## config.mk

```make
export PLATFORM = sky130hd
export DESIGN_NAME = mem_port_arbiter_flat
export DESIGN_NICKNAME = d
export VERILOG_FILES = /design/src/rtl/mem_port_arbiter_if.sv /design/src/rtl/mem_port_arbiter.sv /design/src/flat_wrapper.sv
export SDC_FILE = /design/constraint.sdc
export NUM_CORES = 1
export LEC_CHECK = 0
export BUFFER_PORTS_ARGS = -buffer_cell sky130_fd_sc_hd__buf_2
export CELL_PAD_IN_SITES_DETAIL_PLACEMENT = 1
export CELL_PAD_IN_SITES_GLOBAL_PLACEMENT = 2
export CORE_ASPECT_RATIO = 2
export CORE_MARGIN = 2
export CORE_UTILIZATION = 10
export CTS_CLUSTER_SIZE = 24
export DETAILED_ROUTE_END_ITERATION = 7
export PLACE_DENSITY_LB_ADDON = 0.05
export SYNTH_ARGS = -nofsm -noshare
export SYNTH_HDL_FRONTEND = slang
export SYNTH_SLANG_ARGS = --single-unit
```

## constraint.sdc

```tcl
create_clock -name clk -period 4.2 [get_ports clk]
set_input_delay 1.26 -clock clk [delete_from_list [all_inputs] [get_ports clk]]
set_output_delay 1.26 -clock clk [all_outputs]
set_load 0.1 [all_outputs]
```

## src/rtl/mem_port_arbiter_if.sv

```systemverilog
// CPU-side (fetch + load/store) and memory-side signals of mem_port_arbiter.
// slave = arbiter view, master = CPU/memory environment view.
interface mem_port_arbiter_if #(
  parameter int unsigned AW = 32,
  parameter int unsigned DW = 32
);
  logic          i_req;
  logic [AW-1:0] i_addr;
  logic          i_gnt;
  logic          i_rvalid;
  logic [DW-1:0] i_rdata;

  logic          d_req;
  logic          d_we;
  logic [AW-1:0] d_addr;
  logic [DW-1:0] d_wdata;
  logic          d_gnt;
  logic          d_rvalid;
  logic [DW-1:0] d_rdata;

  logic          mem_req;
  logic          mem_we;
  logic [AW-1:0] mem_addr;
  logic [DW-1:0] mem_wdata;
  logic          mem_rvalid;
  logic [DW-1:0] mem_rdata;

  logic          err;

  modport slave (
    input  i_req, i_addr, d_req, d_we, d_addr, d_wdata, mem_rvalid, mem_rdata,
    output i_gnt, i_rvalid, i_rdata, d_gnt, d_rvalid, d_rdata,
    output mem_req, mem_we, mem_addr, mem_wdata, err
  );

  modport master (
    output i_req, i_addr, d_req, d_we, d_addr, d_wdata, mem_rvalid, mem_rdata,
    input  i_gnt, i_rvalid, i_rdata, d_gnt, d_rvalid, d_rdata,
    input  mem_req, mem_we, mem_addr, mem_wdata, err
  );
endinterface

```

## src/rtl/mem_port_arbiter.sv

```systemverilog
// Shares one single-ported memory between the fetch (I) and load/store (D) ports.
// Define ROUND_ROBIN_EN for alternating priority; otherwise D always beats I.
module mem_port_arbiter #(
  parameter int unsigned AW      = 32,
  parameter int unsigned DW      = 32,
  parameter int unsigned TIMEOUT = 16
) (
  input  logic              clk,
  input  logic              reset,
  mem_port_arbiter_if.slave bus
);

  localparam int unsigned   CW       = (TIMEOUT > 1) ? $clog2(TIMEOUT) : 1;
  localparam logic [CW-1:0] CNT_LAST = CW'(TIMEOUT - 1);

  typedef enum logic [1:0] {
    IDLE = 2'd0,
    RD_I = 2'd1,
    RD_D = 2'd2
  } state_t;

  state_t        state, state_nxt;
  logic [CW-1:0] cnt, cnt_nxt;
  logic          pick_i, pick_d;
  logic          rd_done;
  logic [AW-1:0] win_addr;
  logic [DW-1:0] win_wdata;
  logic [DW-1:0] rd_data;

`ifdef ROUND_ROBIN_EN
  logic rr_favour_d;

  // Pointer flips on every grant; it only matters when both ports request together.
  always_ff @(posedge clk or negedge reset) begin
    if (!reset) begin
      rr_favour_d <= 1'b1;
    end else if (bus.i_gnt || bus.d_gnt) begin
      rr_favour_d <= ~rr_favour_d;
    end
  end

  always_comb begin
    pick_d = bus.d_req && (!bus.i_req || rr_favour_d);
    pick_i = bus.i_req && !pick_d;
  end
`else
  always_comb begin
    pick_d = bus.d_req;
    pick_i = bus.i_req && !bus.d_req;
  end
`endif

  always_ff @(posedge clk or negedge reset) begin
    if (!reset) begin
      state <= IDLE;
      cnt   <= '0;
    end else begin
      state <= state_nxt;
      cnt   <= cnt_nxt;
    end
  end

  // All outputs are gated by reset so a held request cannot grant while reset is low.
  always_comb begin
    state_nxt    = state;
    cnt_nxt      = cnt;
    rd_done      = 1'b0;
    rd_data      = '0;
    win_addr     = '0;
    win_wdata    = '0;
    bus.i_gnt    = 1'b0;
    bus.d_gnt    = 1'b0;
    bus.i_rvalid = 1'b0;
    bus.d_rvalid = 1'b0;
    bus.i_rdata  = '0;
    bus.d_rdata  = '0;
    bus.mem_req  = 1'b0;
    bus.mem_we   = 1'b0;
    bus.err      = 1'b0;

    if (reset) begin
      unique case (state)
        IDLE: begin
          cnt_nxt = '0;
          if (pick_d) begin
            bus.d_gnt   = 1'b1;
            bus.mem_req = 1'b1;
            bus.mem_we  = bus.d_we;
            win_addr    = bus.d_addr;
            win_wdata   = bus.d_wdata;
            if (!bus.d_we) begin
              state_nxt = RD_D;
            end
          end else if (pick_i) begin
            bus.i_gnt   = 1'b1;
            bus.mem_req = 1'b1;
            win_addr    = bus.i_addr;
            state_nxt   = RD_I;
          end
        end

        RD_I, RD_D: begin
          cnt_nxt = cnt + 1'b1;
          // Returned data wins over a timeout landing in the same cycle.
          if (bus.mem_rvalid) begin
            rd_done = 1'b1;
            rd_data = bus.mem_rdata;
          end else if (cnt == CNT_LAST) begin
            rd_done = 1'b1;
            bus.err = 1'b1;
          end
          if (rd_done) begin
            state_nxt = IDLE;
            cnt_nxt   = '0;
          end
          if (state == RD_I) begin
            bus.i_rvalid = rd_done;
            bus.i_rdata  = rd_data;
          end else begin
            bus.d_rvalid = rd_done;
            bus.d_rdata  = rd_data;
          end
        end

        default: begin
          state_nxt = IDLE;
          cnt_nxt   = '0;
        end
      endcase
    end

    bus.mem_addr  = win_addr;
    bus.mem_wdata = win_wdata;
  end

  a_one_grant : assert property (@(posedge clk) disable iff (!reset)
    !(bus.i_gnt && bus.d_gnt));

  a_err_has_rvalid : assert property (@(posedge clk) disable iff (!reset)
    bus.err |-> (bus.i_rvalid ^ bus.d_rvalid));

endmodule
```

## src/flat_wrapper.sv

```systemverilog
// flat-port wrapper written by rule: the top's interface ports become plain ports
module mem_port_arbiter_flat 
#(
  parameter int unsigned AW      = 32,
  parameter int unsigned DW      = 32,
  parameter int unsigned TIMEOUT = 16
)
  (clk, reset, bus_i_req, bus_i_addr, bus_d_req, bus_d_we, bus_d_addr, bus_d_wdata, bus_mem_rvalid, bus_mem_rdata, bus_i_gnt, bus_i_rvalid, bus_i_rdata, bus_d_gnt, bus_d_rvalid, bus_d_rdata, bus_mem_req, bus_mem_we, bus_mem_addr, bus_mem_wdata, bus_err);
  mem_port_arbiter_if #(.AW(AW), .DW(DW)) bus_i ();
  input  logic clk;
  input  logic reset;
  input wire logic [$bits(bus_i.i_req)-1:0] bus_i_req;
  input wire logic [$bits(bus_i.i_addr)-1:0] bus_i_addr;
  input wire logic [$bits(bus_i.d_req)-1:0] bus_d_req;
  input wire logic [$bits(bus_i.d_we)-1:0] bus_d_we;
  input wire logic [$bits(bus_i.d_addr)-1:0] bus_d_addr;
  input wire logic [$bits(bus_i.d_wdata)-1:0] bus_d_wdata;
  input wire logic [$bits(bus_i.mem_rvalid)-1:0] bus_mem_rvalid;
  input wire logic [$bits(bus_i.mem_rdata)-1:0] bus_mem_rdata;
  output wire logic [$bits(bus_i.i_gnt)-1:0] bus_i_gnt;
  output wire logic [$bits(bus_i.i_rvalid)-1:0] bus_i_rvalid;
  output wire logic [$bits(bus_i.i_rdata)-1:0] bus_i_rdata;
  output wire logic [$bits(bus_i.d_gnt)-1:0] bus_d_gnt;
  output wire logic [$bits(bus_i.d_rvalid)-1:0] bus_d_rvalid;
  output wire logic [$bits(bus_i.d_rdata)-1:0] bus_d_rdata;
  output wire logic [$bits(bus_i.mem_req)-1:0] bus_mem_req;
  output wire logic [$bits(bus_i.mem_we)-1:0] bus_mem_we;
  output wire logic [$bits(bus_i.mem_addr)-1:0] bus_mem_addr;
  output wire logic [$bits(bus_i.mem_wdata)-1:0] bus_mem_wdata;
  output wire logic [$bits(bus_i.err)-1:0] bus_err;
  assign bus_i.i_req = bus_i_req;
  assign bus_i.i_addr = bus_i_addr;
  assign bus_i.d_req = bus_d_req;
  assign bus_i.d_we = bus_d_we;
  assign bus_i.d_addr = bus_d_addr;
  assign bus_i.d_wdata = bus_d_wdata;
  assign bus_i.mem_rvalid = bus_mem_rvalid;
  assign bus_i.mem_rdata = bus_mem_rdata;
  assign bus_i_gnt = bus_i.i_gnt;
  assign bus_i_rvalid = bus_i.i_rvalid;
  assign bus_i_rdata = bus_i.i_rdata;
  assign bus_d_gnt = bus_i.d_gnt;
  assign bus_d_rvalid = bus_i.d_rvalid;
  assign bus_d_rdata = bus_i.d_rdata;
  assign bus_mem_req = bus_i.mem_req;
  assign bus_mem_we = bus_i.mem_we;
  assign bus_mem_addr = bus_i.mem_addr;
  assign bus_mem_wdata = bus_i.mem_wdata;
  assign bus_err = bus_i.err;
  mem_port_arbiter #(.AW(AW), .DW(DW), .TIMEOUT(TIMEOUT)) u_core (.clk(clk), .reset(reset), .bus(bus_i));
endmodule
```

=== Word level (Yosys, flattened, before mapping) ===
Index checks and enable logic that the tools add are counted.

* Bits in registers: 6
* Input port bits: 134
* Output and inout port bits: 135
* Word-level logic and storage cells: 61

* Add/sub/neg operators: 1
* Equal/unequal tests: 6
* Muxes and demuxes: 47
* Reduce and logical (&&, ||, !) cells: 5

{| class="wikitable"
|+ Operators with widths
! operator !! count
|-
| two-way mux 32 bit || 14
|-
| two-way mux 1 bit || 26
|-
| two-way mux 2 bit || 4
|-
| two-way mux 4 bit || 2
|-
| adder 4 x 1 -> 4 bit, second input constant || 1
|-
| == test 4 bit, second input constant || 1
|-
| one-hot mux 2 bit (2 select lines) || 1
|-
| AND reduction 4 bit || 1
|-
| inequality test 3 x 2 -> 1 bit, second input constant || 1
|-
| inequality test 3 bit, second input constant || 1
|-
| == test 2 x 1 -> 1 bit, second input constant || 1
|-
| == test 2 bit, second input constant || 1
|-
| logical NOT 2 bit || 1
|-
| inequality test 2 bit, second input constant || 1
|-
| OR reduction 2 bit || 1
|-
| logical AND 1 bit || 1
|-
| logical NOT 1 bit || 1
|}

=== Logic depth before layout (Yosys ltp) ===
Gate-level depths: netlist of the first run.

* Depth in word-level cells: 8
* Gate-level depth with buffers: 7
* Mapped depth without buffers: 5

=== Worst setup path before layout of the first run ===
OpenSTA, ideal clock, no wires.

* Path type: input to output
* From: in bus_mem_rvalid
* To: out bus_err
* Arrival: 3,692 ps
* Data required time: 2,940 ps
* Slack: -752 ps
* Stages: 3
* Path buffers: 2
* Path through: buf_2 -> clkbuf_1 -> nor3_1

* Cells in the longest elaborated chain, start to end: 3

{| class="wikitable"
|+ Ends and longest elaborated chain
! element !! line !! text
|-
| start: declaration || flat_wrapper.sv:18 || <nowiki>input wire logic [$bits(bus_i.mem_rvalid)-1:0] bus_mem_rvalid;</nowiki>
|-
| two-way mux 1 bit || mem_port_arbiter.sv:105 || <nowiki>if (bus.mem_rvalid) begin</nowiki>
|-
| two-way mux 1 bit || mem_port_arbiter.sv:82 || <nowiki>unique case (state)</nowiki>
|-
| two-way mux 1 bit || mem_port_arbiter.sv:81 || <nowiki>if (reset) begin</nowiki>
|-
| end: declaration || flat_wrapper.sv:30 || <nowiki>output wire logic [$bits(bus_i.err)-1:0] bus_err;</nowiki>
|}

Every way passes these cells.

=== Final worst setup path of the first run ===
* From: in reset
* To: out bus_d_rdata[30]

* Cells in the longest elaborated chain, start to end: 1

{| class="wikitable"
|+ Ends and longest elaborated chain
! element !! line !! text
|-
| start: declaration || flat_wrapper.sv:11 || <nowiki>input logic reset;</nowiki>
|-
| two-way mux 32 bit || mem_port_arbiter.sv:81 ||
|-
| end: declaration || flat_wrapper.sv:25 || <nowiki>output wire logic [$bits(bus_i.d_rdata)-1:0] bus_d_rdata;</nowiki>
|}

Every way passes these cells.

==> results.md, run 1 <==
- Status: completed
- Pins over their slew limit: 0
- Clock tree from TritonCTS: yes
- Horizontal extent of the die: 88.6 µm
- Initial DRT Pass Iterations: 4
- Category of the critical setup timing path: input port to output port
- Post-synth cell types: 28
- Buffers from clock root to sink, at most: 2
- Launch instance of the worst register-to-register path: u_core.state[0]
- Clock-pin slew on the worst setup and hold paths: 0.03 ns
- DP Wirelength: 9.76 mm
- Detail-routed net length per standard cell: 16.0 µm
- Layout cells sized above 1: 0.638
- Floorplan die height: 173 µm
- Latest clock arrival within the worst-skew pair: 0.23 ns
- # IOs: 269
- Destination of the worst register-to-register timing path: u_core.state[1]
- Antenna violations before repair: 1
- Reg-to-reg setup timing slack: 2.58 ns
- Sequential-to-total area share from yosys stat: 0.105
- Critical Path Source Type: input port
- VDD IR max: 0.198 mV
- Quantity of I/O buffers inserted on ports: 268
- Largest stage delay on the critical path: 0.25 ns
- Cell area reported after detailed placement: 5040 µm²
- Initial Utilization: 0.102
- First-pass GRT wire length: 16.4 mm
- Routed vias/inst: 4.02
- Share of the clock period used by the worst path after layout: 0.880
- Number of hold buffers added after CTS: 0
- Clock skew after layout: 0.000289 ns
- Hold Crit Class: register to register
- Number of warnings printed during yosys synthesis: 0
- Post-Syn Nets: 375
- Cell area after technology mapping: 1430 µm²
- Initial DRC count: 35
- Total Nets Final: 633
- Clk pwr share: 0.066
- Critical-path cell with the highest stage delay: sky130_fd_sc_hd__nor2_1
- Cell Count Post-Placement: 680
- Mean Syn Cell Area: 6.01 µm²
- Switching part of the total power: 0.623
- Number of buffers inserted during clock tree synthesis: 3
- Hold-critical path depth: 1
- Vias after detailed routing: 2752
- Worst Tran Pin Value: 0.544 ns
- Number of H-tree levels: 1
- Root Buffer: sky130_fd_sc_hd__clkbuf_16
- Fin cells: 684
- Unrepaired setup endpoints after global routing: no
- Max frequency: 271 MHz
- Number of sinks on the clock net: 6
- Die area: 15300 µm²
- Count of cells resized by post-cts repair: 0
- Max-Cap Viols: 0
- All-layer global routing usage: 0.136
- Combinational share of power: 0.896
- Std-Cell Rows: 61
- Final hold violation count: 0
- Count of nets left with antenna violations after detail routing: 0
- Post-synthesis to final-layout area growth: 258%
- Cell Pwr Density: 461 nW/µm²
- Post-Route WL: 11.0 mm
- Leading cell type in the layout, fill and taps excluded: sky130_fd_sc_hd__buf_2
- Worst path required time: 2.94 ns
- Remaining routing DRC violations: 0
- Beginning of the worst hold path: u_core.cnt[1]
- Flop and latch count out of synthesis: 6
- Cell count after synthesis: 238
- Fraction of power consumed by sequential logic: 0.038
- Remaining global-route overflow: 0
- Gpl congestion: 0.748
- Data arrival time at the worst-slack endpoint: 2.44 ns
- Destination of the worst hold path: u_core.cnt[1]
- Nature of the critical path endpoint: output port
- Top library cells by usage in the layout, fill and taps aside: sky130_fd_sc_hd__buf_2 (136), sky130_fd_sc_hd__buf_12 (135), sky130_fd_sc_hd__nand2_1 (41)
- Setup-violating endpoint count in the final report: 0
- Time the final worst path needs with I/O delays and setup: 3.70 ns
- Net Sw Power: 1.47 mW
- Core area: 14000 µm²
- Largest net degree at the start of global routing: 67
- Via count of the first global-routing pass: 2980
- Buffer count from post-CTS setup fixing: 0
- Worst slew slack as a fraction of its limit: 0.640
- Cell internal power dissipation: 0.888 mW
- Final instance area: 5110 µm²
- Depth of the most critical reg-to-reg path: 5
- Largest fanout on the critical path: 33
- Critical path, cell by cell: buf_2, nand2_1, or2_1, buf_4, nor2_1, buf_12
- Leakage power figure: 2.25 nW
- Tightest hold margin: 0.525 ns
registers in the layout (all words and copies together) (netlist names):
name,flops
u_core.cnt,4
u_core.state,2
power groups by stage:
stage                     logic, mW  clock network, mW  registers, mW
final                          2.11              0.155         0.0894
after CTS                      2.14              0.160         0.0902
after floorplan                1.35                  0         0.0850
after detailed placement       2.14                  0         0.0915
after global placement         2.12                  0         0.0903
after global routing           2.20              0.164         0.0923
through the flow:
stage	setup TNS (ns)	utilization	power, mW	setup WS [ns]
final	0	0.366	2.36	0.503
after global routing	0	0.366	2.45	0.392
after CTS	0	0.366	2.39	0.475
after detailed placement	0	0.361	2.23	0.487
after global placement	0	0.361	2.21	0.499
after floorplan	-4.18	-	1.43	-0.146
cells in the mapped netlist:
master,number,area (µm²)
sky130_fd_sc_hd__a21o_1,2,15.0
sky130_fd_sc_hd__a22o_1,32,280
sky130_fd_sc_hd__a31oi_1,2,12.5
sky130_fd_sc_hd__and2_1,33,206
sky130_fd_sc_hd__and3_4,1,11.3
sky130_fd_sc_hd__buf_2,10,50.1
sky130_fd_sc_hd__buf_4,3,22.5
sky130_fd_sc_hd__buf_6,4,45.0
sky130_fd_sc_hd__clkbuf_1,5,18.8
sky130_fd_sc_hd__dfrtp_1,6,150
sky130_fd_sc_hd__ha_1,3,37.5
sky130_fd_sc_hd__inv_1,4,15.0
sky130_fd_sc_hd__nand2_1,41,154
sky130_fd_sc_hd__nand2b_1,3,18.8
sky130_fd_sc_hd__nand3_1,4,20.0
sky130_fd_sc_hd__nand3b_1,1,7.51
sky130_fd_sc_hd__nand4_1,1,6.26
sky130_fd_sc_hd__nor2_1,68,255
sky130_fd_sc_hd__nor2_4,1,11.3
sky130_fd_sc_hd__nor2b_1,2,12.5
sky130_fd_sc_hd__nor3_1,2,10.0
sky130_fd_sc_hd__nor4_1,1,6.26
sky130_fd_sc_hd__o211ai_1,3,22.5
sky130_fd_sc_hd__o21ai_0,2,10.0
sky130_fd_sc_hd__o21bai_1,1,7.51
sky130_fd_sc_hd__o221ai_1,1,8.76
sky130_fd_sc_hd__o2bb2ai_1,1,8.76
sky130_fd_sc_hd__or2_1,1,6.26
cells by family after synthesis:
family | share of synthesized area
AND/OR/NAND/NOR | 0.507
adder cells (fa/ha/maj) | 0.0262
flip-flops | 0.105
buffers and inverters | 0.106
AO/OA/AOI/OAI | 0.255
final cells by class:
type	instances	area (µm²)
antenna	1	2.50
clock buffer	3	75.1
fill	1622	8850
inverter	4	15.0
multi-input combinational	206	1220
sequential	6	150
tap	189	236
timing repair buffer	275	3410
layer usage:
metal,vias to the layer above,share of wire,GRT usage
met2,187,0.57,0.284
li1,1308,-,-
met4,0,0.016,0.0246
met3,10,0.13,0.0501
met5,-,0,0
met1,1247,0.28,0.115
worst max-delay path, delay by kind of cell:
kind                   cells  cell delay (ns)
and+or+nand+nor            3             0.55
buffers and inverters      3             0.60
how the worst max path moves through the flow:
stage	end	from	depth (start not counted)
CTS	bus_d_rdata[30]	reset	6
floorplan	bus_d_rdata[21]	reset	5
finish	bus_d_rdata[30]	reset	6
global route	bus_d_rdata[30]	reset	6
detailed placement	bus_d_rdata[28]	reset	6
global placement	bus_err	bus_mem_rvalid	4
Power figures use the tool's default switching activity.
==> run 2: changes to the inputs <==
--- a/config.mk
+++ b/config.mk
@@ -11,9 +11,10 @@
 export CORE_ASPECT_RATIO = 2
 export CORE_MARGIN = 2
 export CORE_UTILIZATION = 10
+export CTS_CLUSTER_DIAMETER = 30
 export CTS_CLUSTER_SIZE = 24
 export DETAILED_ROUTE_END_ITERATION = 7
-export PLACE_DENSITY_LB_ADDON = 0.05
+export PLACE_DENSITY_LB_ADDON = 0.1
 export SYNTH_ARGS = -nofsm -noshare
 export SYNTH_HDL_FRONTEND = slang
 export SYNTH_SLANG_ARGS = --single-unit
==> results.md, run 2 (synthesis gave the netlist of run 1 again) <==
- M1 WL: 3.32 mm (+7.3%)
- Cell area reported after detailed placement: 5020 µm² (-0.30%)
- Post-synthesis to final-layout area growth: 256%
- Critical-path cell with the highest stage delay: sky130_fd_sc_hd__buf_2
- Worst slew slack as a fraction of its limit: 0.551 (-0.0888)
- Switching part of the total power: 0.625 (+0.00141)
- Die area: 15300 µm² (unchanged)
- Nature of the critical path endpoint: output port
- Number of sinks on the clock net: 6 (unchanged)
- Max frequency: 263 MHz (-2.6%)
- Detail-routed net length per standard cell: 16.9 µm (+5.6%)
- Buffers from clock root to sink, at most: 2 (unchanged)
- Vias after detailed routing: 2717 (-1.3%)
- Largest registers: u_core.cnt: 4 flops, u_core.state: 2 flops
- Fin cells: 681 (-0.44%)
- Via count of the first global-routing pass: 2838 (-4.8%)
- Final design utilization: 0.365 (-0.00125)
- Largest stage delay on the critical path: 0.52 ns (+0.27 ns)
- Horizontal extent of the die: 88.6 µm (unchanged)
- Share of the clock period used by the worst path after layout: 0.904 (+0.0239)
- Data arrival time at the worst-slack endpoint: 2.54 ns (+0.10 ns)
- Initial DRC count: 31 (-11%)
- DR WL met3: 1.54 mm (+8.2%)
- Clock skew after layout: 0.000663 ns (+0.000374 ns)
- Worst Tran Pin Value: 0.674 ns (+0.130 ns)
- Reg with most FFs: u_core.cnt
- Unrepaired setup endpoints after global routing: no
- Net Sw Power: 1.48 mW (+0.53%)
- Time the final worst path needs with I/O delays and setup: 3.80 ns (+0.100 ns)
- Worst path setup slack after routing: 0.403 ns (-0.100 ns)
- Remaining global-route overflow: 0 (unchanged)
- Top Layer Used: met4
- Initial Utilization: 0.102 (unchanged)
- Combinational share of power: 0.897 (about the same)
- Critical Path Source Type: input port
- Cell Pwr Density: 464 nW/µm² (+0.65%)
- Count of nets left with antenna violations after detail routing: 0 (unchanged)
- Number of H-tree levels: 1 (unchanged)
- Clk pwr share: 0.066 (about the same)
- Count of cells resized by post-cts repair: 0 (unchanged)
- Quantity of I/O buffers inserted on ports: 268 (unchanged)
- Clock tree from TritonCTS: yes
- Cell Count Post-Placement: 678 (-0.29%)
- # IOs: 269 (unchanged)
- Total Nets Final: 631 (-0.32%)
- Core area: 14000 µm² (unchanged)
- Worst setup timing slack at the placement stage: 0.381 ns (-0.106 ns)
- Leakage power figure: 2.24 nW (-0.43%)
- VDD IR max: 0.185 mV (-6.8%)
- Antenna violations before repair: 0 (-1)
- Fill cells: 1596 (-1.6%)
- DP Wirelength: 10.2 mm (+4.6%)
- Largest net degree at the start of global routing: 58 (-13%)
- Worst path required time: 2.94 ns (about the same)
- Routed vias/inst: 3.99 (-0.84%)
- First-pass GRT wire length: 16.6 mm (+1.2%)
- Initial DRT Pass Iterations: 3 (-1)
- Floorplan die height: 173 µm (unchanged)
- Root Buffer: sky130_fd_sc_hd__clkbuf_16
- Top library cells by usage in the layout, fill and taps aside: sky130_fd_sc_hd__buf_2 (136), sky130_fd_sc_hd__buf_12 (135), sky130_fd_sc_hd__nand2_1 (41)
- Layout cells sized above 1: 0.636 (-0.00147)
- Clock-pin slew on the worst setup and hold paths: 0.03 ns (about the same)
- Most numerous cell on the critical path: sky130_fd_sc_hd__buf_2
- Setup-violating endpoint count in the final report: 0 (unchanged)
- Gpl congestion: 0.792 (+5.9%)
- Buffer count from post-CTS setup fixing: 0 (unchanged)
- All-layer global routing usage: 0.140 (+0.00395)
- Critical path, cell by cell: buf_2, nand2_1, nor2_1, buf_2
- Status: completed
- Largest fanout on the critical path: 36 (+9.1%)
- Latest clock arrival within the worst-skew pair: 0.23 ns (about the same)
- Cell internal power dissipation: 0.888 mW (about the same)
- Final hold violation count: 0 (unchanged)
- Category of the critical setup timing path: input port to output port
- Std-Cell Rows: 61 (unchanged)
- Leading cell type in the layout, fill and taps excluded: sky130_fd_sc_hd__buf_2
- Flip-flop count of the largest register, all copies and words added: 4 (unchanged)
- Hold Crit Class: register to register
- Remaining routing DRC violations: 0 (unchanged)
- Pins over their slew limit: 0 (unchanged)
- Sum of met2 wire segment lengths after detailed routing: 6.58 mm (+4.8%)
- Number of hold buffers added after CTS: 0 (unchanged)
- Final instance area: 5100 µm² (-0.34%)
- Fraction of power consumed by sequential logic: 0.037 (about the same)
- Post-Route WL: 11.5 mm (+5.1%)
- Number of buffers inserted during clock tree synthesis: 3 (unchanged)
- Number of antenna diodes: 0 (-1)
- Max-Cap Viols: 0 (unchanged)
run 2: metrics by stage:
step	setup TNS [ns]	total power [mW]	hold slack, ns
floorplan	-4.18	1.43	0.481
global placement	0	2.22	0.500
detailed placement	0	2.23	0.532
CTS	0	2.39	0.539
global route	0	2.45	0.548
finish	0	2.37	0.532
run 2: worst paths after layout:
check | startpoint | cells past startpoint | endpoint | slack [ns]
min in group asynchronous | reset | 2 | u_core.cnt[3] | 1.06
max in group asynchronous | reset | 2 | u_core.cnt[2] | 2.99
setup reg to reg | u_core.state[0] | 5 | u_core.state[0] | 2.58
hold reg to reg | u_core.cnt[1] | 1 | u_core.cnt[1] | 0.53
hold / removal | u_core.cnt[1] | 1 | u_core.cnt[1] | 0.53
setup / recovery | bus_mem_rvalid | 4 | bus_i_rdata[19] | 0.40
run 2: layout make-up:
type | count | area, µm² | area share
clock buffers | 3 | 75.1 | 0.0147
inverters | 4 | 15.0 | 0.00295
multi-input cells | 206 | 1220 | 0.240
flip-flops and latches | 6 | 150 | 0.0295
well taps | 189 | 236 | 0.0464
repair buffers | 273 | 3400 | 0.667
run 2: critical path: cells and delay by family:
kind          cells  cell delay (ns)
buf+inv           2             0.96
simple gates      2             0.31
run 2: power by group through the flow:
| stage | sequential [mW] | combinational, mW | clock (mW) |
|---|---|---|---|
| floorplan | 0.0850 | 1.35 | 0 |
| global placement | 0.0893 | 2.14 | 0 |
| detailed placement | 0.0895 | 2.14 | 0 |
| CTS | 0.0886 | 2.15 | 0.157 |
| global route | 0.0928 | 2.20 | 0.161 |
| finish | 0.0886 | 2.12 | 0.155 |
run 2: per-layer routing:
metal | vias to the layer above | GRT usage
li1 | 1298 | -
met1 | 1222 | 0.122
met2 | 190 | 0.289
met3 | 7 | 0.0535
met4 | 0 | 0.0215
met5 | - | 0
